File: src/rtl/bus_master.sv
// -----------------------------------------------------------------------------
// bus_master
//
// Word-copy bus master. On a start strobe it latches a source address, a
// destination address and a word count, requests the shared bus, and then
// alternates READ (fetch one word) and WRITE (store that word) until every
// word has been copied. A single-cycle done pulse closes each command.
//
// Bus ownership is requested with m_req and confirmed with m_grant. Losing the
// grant in READ or WRITE sends the engine back to REQ without advancing the
// word index, so the interrupted word is fetched again once ownership returns.
//
// Every output is decoded from registered state and datapath registers only,
// so no input (not even m_grant) has a combinational path to an output. The
// slave side therefore qualifies each access with m_grant. In the one cycle in
// which the grant has already been withdrawn but the engine has not yet left
// READ/WRITE, the address and strobe still show the pending access; the slave
// treats that cycle as "no bus access". The engine itself never counts it as a
// completed word.
// -----------------------------------------------------------------------------
module bus_master #(
    parameter int AW = 16,   // address width
    parameter int DW = 32    // data width
) (
    input  logic          clk,
    input  logic          reset,
    input  logic          start,
    input  logic [AW-1:0] src_addr,
    input  logic [AW-1:0] dst_addr,
    input  logic [7:0]    size,
    input  logic          m_grant,
    input  logic [DW-1:0] m_din,
    output logic          m_req,
    output logic          m_wr,
    output logic [AW-1:0] m_addr,
    output logic [DW-1:0] m_dout,
    output logic          busy,
    output logic          done
);

    // -------------------------------------------------------------------------
    // State encoding
    // -------------------------------------------------------------------------
    typedef enum logic [2:0] {
        IDLE  = 3'd0,   // waiting for a command
        REQ   = 3'd1,   // requesting / re-requesting the bus
        READ  = 3'd2,   // fetching word idx from the source
        WRITE = 3'd3,   // storing word idx to the destination
        DONE  = 3'd4    // one-cycle completion pulse
    } state_t;

    state_t state;
    state_t state_nxt;

    // -------------------------------------------------------------------------
    // Command and datapath registers
    // -------------------------------------------------------------------------
    logic [AW-1:0] src_q;     // latched first source address
    logic [AW-1:0] dst_q;     // latched first destination address
    logic [7:0]    size_q;    // latched word count (never 0 once latched)
    logic [7:0]    idx;       // index of the word currently being copied
    logic [DW-1:0] data_q;    // word captured in READ, replayed in WRITE

    logic          accept;    // a non-empty command is being taken in IDLE
    logic          last_word; // idx addresses the final word of the command

    assign accept    = (state == IDLE) && start && (size != 8'd0);
    assign last_word = (idx == size_q - 8'd1);

    // -------------------------------------------------------------------------
    // State register
    // -------------------------------------------------------------------------
    // NOTE: sequential state uses non-blocking (<=) so every flop samples the
    // pre-edge value of every other flop; blocking here would make the result
    // depend on statement order and diverge between simulation and synthesis.
    always_ff @(posedge clk or posedge reset) begin
        if (reset) begin
            state <= IDLE;
        end else begin
            state <= state_nxt;
        end
    end

    // -------------------------------------------------------------------------
    // Next-state logic
    // -------------------------------------------------------------------------
    // NOTE: state_nxt gets a default before the case so every path assigns it;
    // a missing assignment on any branch would infer a latch.
    always_comb begin
        state_nxt = state;
        case (state)
            IDLE: begin
                // start outside IDLE is simply never looked at
                if (start) begin
                    state_nxt = (size == 8'd0) ? DONE : REQ;
                end
            end
            REQ: begin
                if (m_grant) begin
                    state_nxt = READ;
                end
            end
            READ: begin
                state_nxt = m_grant ? WRITE : REQ;
            end
            WRITE: begin
                if (!m_grant) begin
                    state_nxt = REQ;
                end else if (last_word) begin
                    state_nxt = DONE;
                end else begin
                    state_nxt = READ;
                end
            end
            DONE: begin
                state_nxt = IDLE;
            end
            default: begin
                state_nxt = IDLE;
            end
        endcase
    end

    // -------------------------------------------------------------------------
    // Command latch, word index and read-data capture
    // -------------------------------------------------------------------------
    // idx only advances on a granted WRITE, so a lost grant replays the word.
    always_ff @(posedge clk or posedge reset) begin
        if (reset) begin
            src_q  <= '0;
            dst_q  <= '0;
            size_q <= '0;
            idx    <= '0;
            data_q <= '0;
        end else begin
            if (accept) begin
                src_q  <= src_addr;
                dst_q  <= dst_addr;
                size_q <= size;
                idx    <= '0;
            end
            if ((state == READ) && m_grant) begin
                data_q <= m_din;
            end
            if ((state == WRITE) && m_grant && !last_word) begin
                idx <= idx + 8'd1;
            end
        end
    end

    // -------------------------------------------------------------------------
    // Output decode (registered state and datapath only)
    // -------------------------------------------------------------------------
    // Address sums are AW bits wide, so they wrap modulo 2^AW by construction.
    always_comb begin
        m_req  = 1'b0;
        m_wr   = 1'b0;
        m_addr = '0;
        m_dout = '0;
        busy   = (state != IDLE);
        done   = (state == DONE);
        case (state)
            REQ: begin
                m_req = 1'b1;
            end
            READ: begin
                m_req  = 1'b1;
                m_addr = src_q + AW'(idx);
            end
            WRITE: begin
                m_req  = 1'b1;
                m_wr   = 1'b1;
                m_addr = dst_q + AW'(idx);
                m_dout = data_q;
            end
            default: begin
            end
        endcase
    end

endmodule
File: config.mk
export PLATFORM = sky130hd
export DESIGN_NAME = bus_master
export DESIGN_NICKNAME = d
export VERILOG_FILES = /design/src/rtl/bus_master.sv
export SDC_FILE = /design/constraint.sdc
export NUM_CORES = 1
export LEC_CHECK = 0
export CORE_MARGIN = 2
export CORE_UTILIZATION = 43
export DETAILED_ROUTE_END_ITERATION = 6
export PLACE_DENSITY = 0.73
export SETUP_SLACK_MARGIN = 0.5
export SLEW_MARGIN = 20
export SYNTH_ARGS = -nofsm -noshare
export SYNTH_HDL_FRONTEND = slang
export SYNTH_SLANG_ARGS = --single-unit
File: constraint.sdc
create_clock -name clk -period 4.55 [get_ports clk]
set_clock_uncertainty 0.15 [all_clocks]
set_input_delay 0.455 -clock clk [delete_from_list [all_inputs] [get_ports clk]]
set_output_delay 0.455 -clock clk [all_outputs]
set_load 0.01 [all_outputs]
==> results.yml, run 1 <==
die:
  ios: 128
  std_cell_rows: 37
  initial_utilization_pct: 43.9
  die_area_um2: 11300
  die_h_um: 106
  die_width_um: 106
  core_um2: 10300
worst_setup_path:
  cp_num_buf_inv: 4
  worst-path-stages: 15
  rr_worst_depth: 4
  cp_max_fo: 8
  worstSetupPathType: "reg2out"
  path_cells: "nand3b_4 > inv_2 > nand2_1 > nand2_1 > ha_1 > inv_1 > fa_1 > nor2b_2 > o21ai_0 > a21oi_2 > buf_4 > o21ai_2 > a211o_1 > a221oi_2 > buf_2"
  arrival_ps: 3280
  start_kind: "flip-flop"
  required_ps: 3940
  r2r_end: "src_q[15]$_DFFE_PP0P_"
  crit_path_end: "m_addr[10]"
  cpMostUsedCell: "nand2_1"
  max_stage_delay_ps: 460
  rr_startpoint: "state[0]$_DFFE_PP0P_"
  regToRegSetupSlack_ps: 1940
  crit_family: "compound AO/OA/AOI/OAI gates"
  worst_path_max_delay_cell: "dfrtp_2"
  startpoint: "state[2]$_DFFE_PP0P_"
  cp-end-kind: "output pin"
yosys:
  synth_edf_count: 0
  avgSynthCellArea_um2: 10.6
  synth_nets: 512
  yosysWarnings: 0
  synth_top_flop_cell: "dfrtp_1"
  syn-cell-area_um2: 4520
  synthCells: 425
  async_reset_ff_share_pct: 100
  synth-seq-cells: 83
  yosysUniqueCellTypes: 43
  yosysSeqAreaShare_pct: 46.0
routing:
  drt-pass1-iter-count: 4
  wl_mm: 10.7
  num_vias: 3560
  via_per_inst: 5.12
  antenna_left: 0
  drtIter0Drc: 98
  drc: 0
  wl_per_cell_um: 15.4
place:
  numPortBuffers: 127
  dp_slack_ps: 300
  gp_congestion: 0.924
  dp_cells: 675
  dpl.hpwl_mm: 7.91
global_routing:
  antenna_found_initial: 0
  use_met2_pct: 32.3
  top_usage_layer: "met2"
  grt_use_total_pct: 20.0
  grt_pass1_wl_mm: 17.8
  grt-ovfl-total: 0
  grt_pass1_vias: 3731
  grt_max_degree: 53
  grt_use_met1_pct: 23.3
  use_met3_pct: 9.32
sta:
  maxClockFrequency_mhz: 257
  slew_headroom_pct: 34.3
  finalCritPeriodShare_pct: 85.5
  grt_setup_unrepaired: "yes"
  period_minus_slack_ps: 3890
  worst_slack_ps: 662
  slew_viol_final: 0
  setup_tns_ps: 0
  tightest_slew_ps: 985
  finalSetupViolCount: 0
  hold_violations: 0
run_status:
  status: "finished, final reports clean"
power_and_ir_drop:
  p_leak_nw: 2.61
  ir_worst_vdd_mv: 0.336
  power_density_nw_per_um2: 644
cts:
  cts_root_buffer: "clkbuf_8"
  htree_levels: 3
  clock_sinks: 83
  cts_buffers: 9
  clock_insertion_delay_worst_skew_ps: 360
  cts.clk_slew.worst_paths_ps: 80
  clockBufferDepth: 2
  cts_tree: "done"
  ctsHoldBuffers: 0
cells_and_area:
  fin_util_pct: 59.9
  stdcell_count: 695
  syn2layout_area_growth_pct: 36.3
  final_cell_mix: "clkdlybuf4s50_1, dfrtp_1, mux2_2"
  num_antenna_cells: 0
  drive_gt1_share_pct: 19.3
  multi_input_area_um2: 2330
  fillCellCount: 891
  seq_area_um2: 2080
  fin_nets: 642
  final_common_cell: "clkdlybuf4s50_1"
hold_path:
  hp-class: "reg2reg"
flow_run:
  maxCapViolCount: 0
## sequential cells by signal (all words and copies together) (netlist names)
register	count
dst_q	16
state	3
idx	8
src_q	16
size_q	8
data_q	32
## synth_stat cells, types with 2 or more instances
cell type / number / area, µm²
dfrtp_1: 83 / 2080
mux2_2: 67 / 754
nand2_1: 40 / 150
and2_1: 34 / 213
nor2_1: 29 / 109
xnor2_1: 19 / 166
inv_1: 15 / 56.3
mux2i_1: 11 / 110
nand3_1: 11 / 55.1
buf_2: 10 / 50.1
ha_1: 10 / 125
o21ai_0: 10 / 50.1
a21oi_1: 9 / 45.0
nor3_1: 9 / 45.0
xor2_1: 8 / 70.1
and3_1: 7 / 43.8
clkbuf_1: 6 / 22.5
mux2_1: 4 / 45.0
nand2b_1: 4 / 25.0
o21ai_1: 4 / 20.0
nand4_1: 3 / 18.8
nor2b_1: 3 / 18.8
nor4_1: 3 / 18.8
a211oi_1: 2 / 15.0
a21o_1: 2 / 15.0
a221oi_1: 2 / 17.5
buf_1: 2 / 7.51
o211ai_1: 2 / 15.0
or3_1: 2 / 12.5
## how the worst min path moves through the flow
stage / startpoint / end / slack, ps / cells past startpoint
global route: data_q[26]$_DFFE_PP0P_ / data_q[26]$_DFFE_PP0P_ / 360 / 1
finish: data_q[28]$_DFFE_PP0P_ / data_q[28]$_DFFE_PP0P_ / 340 / 1
detailed placement: data_q[28]$_DFFE_PP0P_ / data_q[28]$_DFFE_PP0P_ / 320 / 1
CTS: data_q[28]$_DFFE_PP0P_ / data_q[28]$_DFFE_PP0P_ / 340 / 1
floorplan: data_q[26]$_DFFE_PP0P_ / data_q[26]$_DFFE_PP0P_ / 300 / 1
global placement: data_q[2]$_DFFE_PP0P_ / data_q[2]$_DFFE_PP0P_ / 310 / 1
## worst reg2reg max path, cell delays in order (launching register included)
cell	delay, ps
dfrtp_2	440
buf_4	190
nor3_1	360
and3_2	900
mux2_2	460
## cells by family (layout without fill, tap and decap cells)
kind of cell | Yosys count | in the layout | share of synthesized area (%)
muxes | 82 | 82 | 20.1
DFF | 83 | 83 | 46.0
AOI/OAI and AO/OA | 38 | 38 | 5.21
and+or+nand+nor | 151 | 151 | 17.2
adders and majority gates | 11 | 11 | 3.21
xor gates and xnor gates | 27 | 27 | 5.24
buffers and inverters | 33 | 167 | 3.02
## report_power, final
part	internal (mW)	switching, mW	leakage, nW	total [mW]
clock	0.252	0.261	0.0934	0.513
sequential	1.09	0.256	0.997	1.35
combinational	1.15	0.956	1.52	2.10
total	2.49	1.47	2.61	3.97
## repair_timing
| item | CTS | global route |
|---|---|---|
| gates resized for setup | 11 | 7 |
| gates cloned | 0 | 0 |
| setup buffers | 1 | 4 |
| endpoints found under the setup margin | 6 | 10 |
| hold endpoints to repair | 0 | 0 |
| pin swaps | 1 | 1 |
## final cells by class
| type | instances | area share (%) |
|---|---|---|
| Clock buffer | 11 | 2.13 |
| Clock inverter | 4 | 0.854 |
| Inverter | 15 | 0.935 |
| Multi-Input combinational cell | 309 | 37.8 |
| Sequential cell | 83 | 33.8 |
| Tap cell | 136 | 2.76 |
| Timing Repair Buffer | 137 | 21.7 |
## layer usage
metal / share of wire (%) / vias to the layer above
met1: 41 / 1708
met3: 9.4 / 18
met5: 0 / -
met2: 47 / 113
met4: 2.3 / 0
li1: - / 1721
## per-stage QoR
step	power (mW)	hold WS (ps)	area (µm²)
2_1_floorplan	2.66	299	4520
3_3_place_gp	3.39	308	5920
3_5_place_dp	3.45	324	5920
4_1_cts	3.98	343	6120
5_1_grt	4.28	362	6160
6_report	3.97	336	6160
No activity file was read; power rests on OpenSTA's default activity.
==> inputs of run 2 (changes only) <==
CELL_PAD_IN_SITES_DETAIL_PLACEMENT = 1   (was unset)
CELL_PAD_IN_SITES_GLOBAL_PLACEMENT = 2   (was unset)
CORE_UTILIZATION = 30   (was 43)
PLACE_DENSITY = unset   (was 0.73)
PLACE_DENSITY_LB_ADDON = 0.1   (was unset)
==> results.yml, run 2 (same netlist as run 1, synthesis figures left out) <==
routing:
  via_per_inst: 4.77
  antenna_left: 0
  wl_per_cell_um: 16.8
  drtIter0Drc: 67
  drt-pass1-iter-count: 4
  drc: 0
  num_vias: 3565
  wl_mm: 12.5
worst_setup_path:
  max_stage_delay_ps: 400
  cp_max_fo: 16
  path_cells: "nand3b_4 > buf_12 > nand2_1 > nand2_1 > ha_1 > inv_1 > fa_1 > nor2b_2 > o21ai_1 > a21oi_2 > o21ai_2 > a211o_1 > a221oi_2 > clkdlybuf4s15_2"
  start_kind: "flip-flop"
  worstSetupPathType: "reg2out"
  crit_family: "compound AO/OA/AOI/OAI gates"
  cp_num_buf_inv: 3
  cpMostUsedCell: "nand2_1"
  arrival_ps: 3260
  worst_path_max_delay_cell: "fa_1"
  required_ps: 3940
  cp-end-kind: "output pin"
sta:
  finalSetupViolCount: 0
  setup_tns_ps: 0
  hold_violations: 0
  worst_slack_ps: 688
  slew_headroom_pct: 31.2
  tightest_slew_ps: 1030
  maxClockFrequency_mhz: 259
  finalCritPeriodShare_pct: 84.9
  period_minus_slack_ps: 3860
  slew_viol_final: 0
  grt_setup_unrepaired: "no"
cts:
  clockBufferDepth: 2
  cts_root_buffer: "clkbuf_16"
  htree_levels: 3
  cts_buffers: 9
  cts.clk_slew.worst_paths_ps: 60
  clock_insertion_delay_worst_skew_ps: 340
  ctsHoldBuffers: 0
  clock_sinks: 83
  cts_tree: "done"
cells_and_area:
  final_common_cell: "clkdlybuf4s50_1"
  multi_input_area_um2: 2330
  drive_gt1_share_pct: 20.1
  fillCellCount: 1605
  num_antenna_cells: 0
  seq_area_um2: 2080
  reg.largest.list: "data_q: 32 flops, dst_q: 16 flops, src_q: 16 flops"
  fin_nets: 645
  stdcell_count: 747
  largest_reg_flops: 32
  final_cell_mix: "clkdlybuf4s50_1, dfrtp_1, mux2_2"
  syn2layout_area_growth_pct: 42.0
  top_register: "data_q"
run_status:
  status: "finished, final reports clean"
power_and_ir_drop:
  p_clk_share_pct: 18.9
  p_leak_nw: 2.70
  power.internal_mw: 2.77
  design_power_total_mw: 4.35
  ir_worst_vdd_mv: 0.217
  power_switching_mw: 1.58
  p_seq_share_pct: 31.1
  power_density_nw_per_um2: 678
  power_frac_comb_pct: 50.0
  switching_share_pct: 36.3
die:
  initial_utilization_pct: 30.8
  std_cell_rows: 44
  die_h_um: 127
  core_um2: 14600
  die_area_um2: 16000
  die_width_um: 127
  ios: 128
place:
  numPortBuffers: 127
  gp_congestion: 0.804
  dp_cells: 724
  dp_slack_ps: 224
  dpl.hpwl_mm: 9.32
global_routing:
  grt_pass1_vias: 3952
  grt_max_degree: 56
  grt_use_total_pct: 16.5
  grt-ovfl-total: 0
  grt_pass1_wl_mm: 20.7
  antenna_found_initial: 0
flow_run:
  maxCapViolCount: 0
hold_path:
  hp-class: "reg2reg"
[run 2: cell count changes in the layout (fill, tap and decap cells not counted), moves of 2 or more]
cell,change
clkbuf_16,+9
clkbuf_8,-7
clkinvlp_4,+3
buf_4,+2
clkbuf_1,-2
clkinv_2,-2
clkinv_4,-2
[run 2: worst paths after layout]
check	startpoint	to	slack [ps]	cells past startpoint
min	data_q[2]$_DFFE_PP0P_	data_q[2]$_DFFE_PP0P_	330	1
max reg2reg	state[0]$_DFFE_PP0P_	dst_q[2]$_DFFE_PP0P_	1930	4
min in group asynchronous	reset	data_q[25]$_DFFE_PP0P_	420	2
max	state[2]$_DFFE_PP0P_	m_addr[10]	690	14
max in group asynchronous	reset	state[1]$_DFFE_PP0P_	2930	3
min reg2reg	data_q[2]$_DFFE_PP0P_	data_q[2]$_DFFE_PP0P_	330	1
[run 2: what timing repair did]
item	CTS	global route
pin swaps	1	1
setup buffers	1	6
setup endpoints to repair	5	6
gates resized for setup	13	6
[run 2: power by group through the flow]
stage          registers, mW  clock network (mW)  logic, mW
3_5_place_dp            1.38                   0       2.16
2_1_floorplan           1.27                   0       1.39
3_3_place_gp            1.36                   0       2.12
4_1_cts                 1.36               0.849       2.19
5_1_grt                 1.41               0.877       2.41
6_report                1.35               0.823       2.18
[run 2: final cells by class]
| type | count | share of cell area (%) |
|---|---|---|
| Tap cell | 184 | 3.59 |
| Clock buffer | 11 | 3.94 |
| Clock inverter | 5 | 1.31 |
| Timing Repair Buffer | 140 | 21.5 |
| Multi-Input combinational cell | 309 | 36.3 |
| Sequential cell | 83 | 32.4 |
| Inverter | 15 | 0.975 |
[run 2: per-layer routing]
metal	global-route usage [%]	share of wire, %	up-vias
met4	5.82	1.5	0
met5	0	0	-
li1	-	-	1724
met3	6.83	8.6	12
met1	19.6	43	1739
met2	26.9	47	90
[run 2: per-stage QoR]
| stage | instance area [µm²] | util [%] | hold WS (ps) |
|---|---|---|---|
| after floorplan | 4520 | - | 299 |
| after global placement | 5990 | 40.9 | 308 |
| after detailed placement | 5990 | 40.9 | 321 |
| after CTS | 6350 | 43.4 | 336 |
| after global routing | 6410 | 43.8 | 351 |
| final | 6410 | 43.8 | 331 |
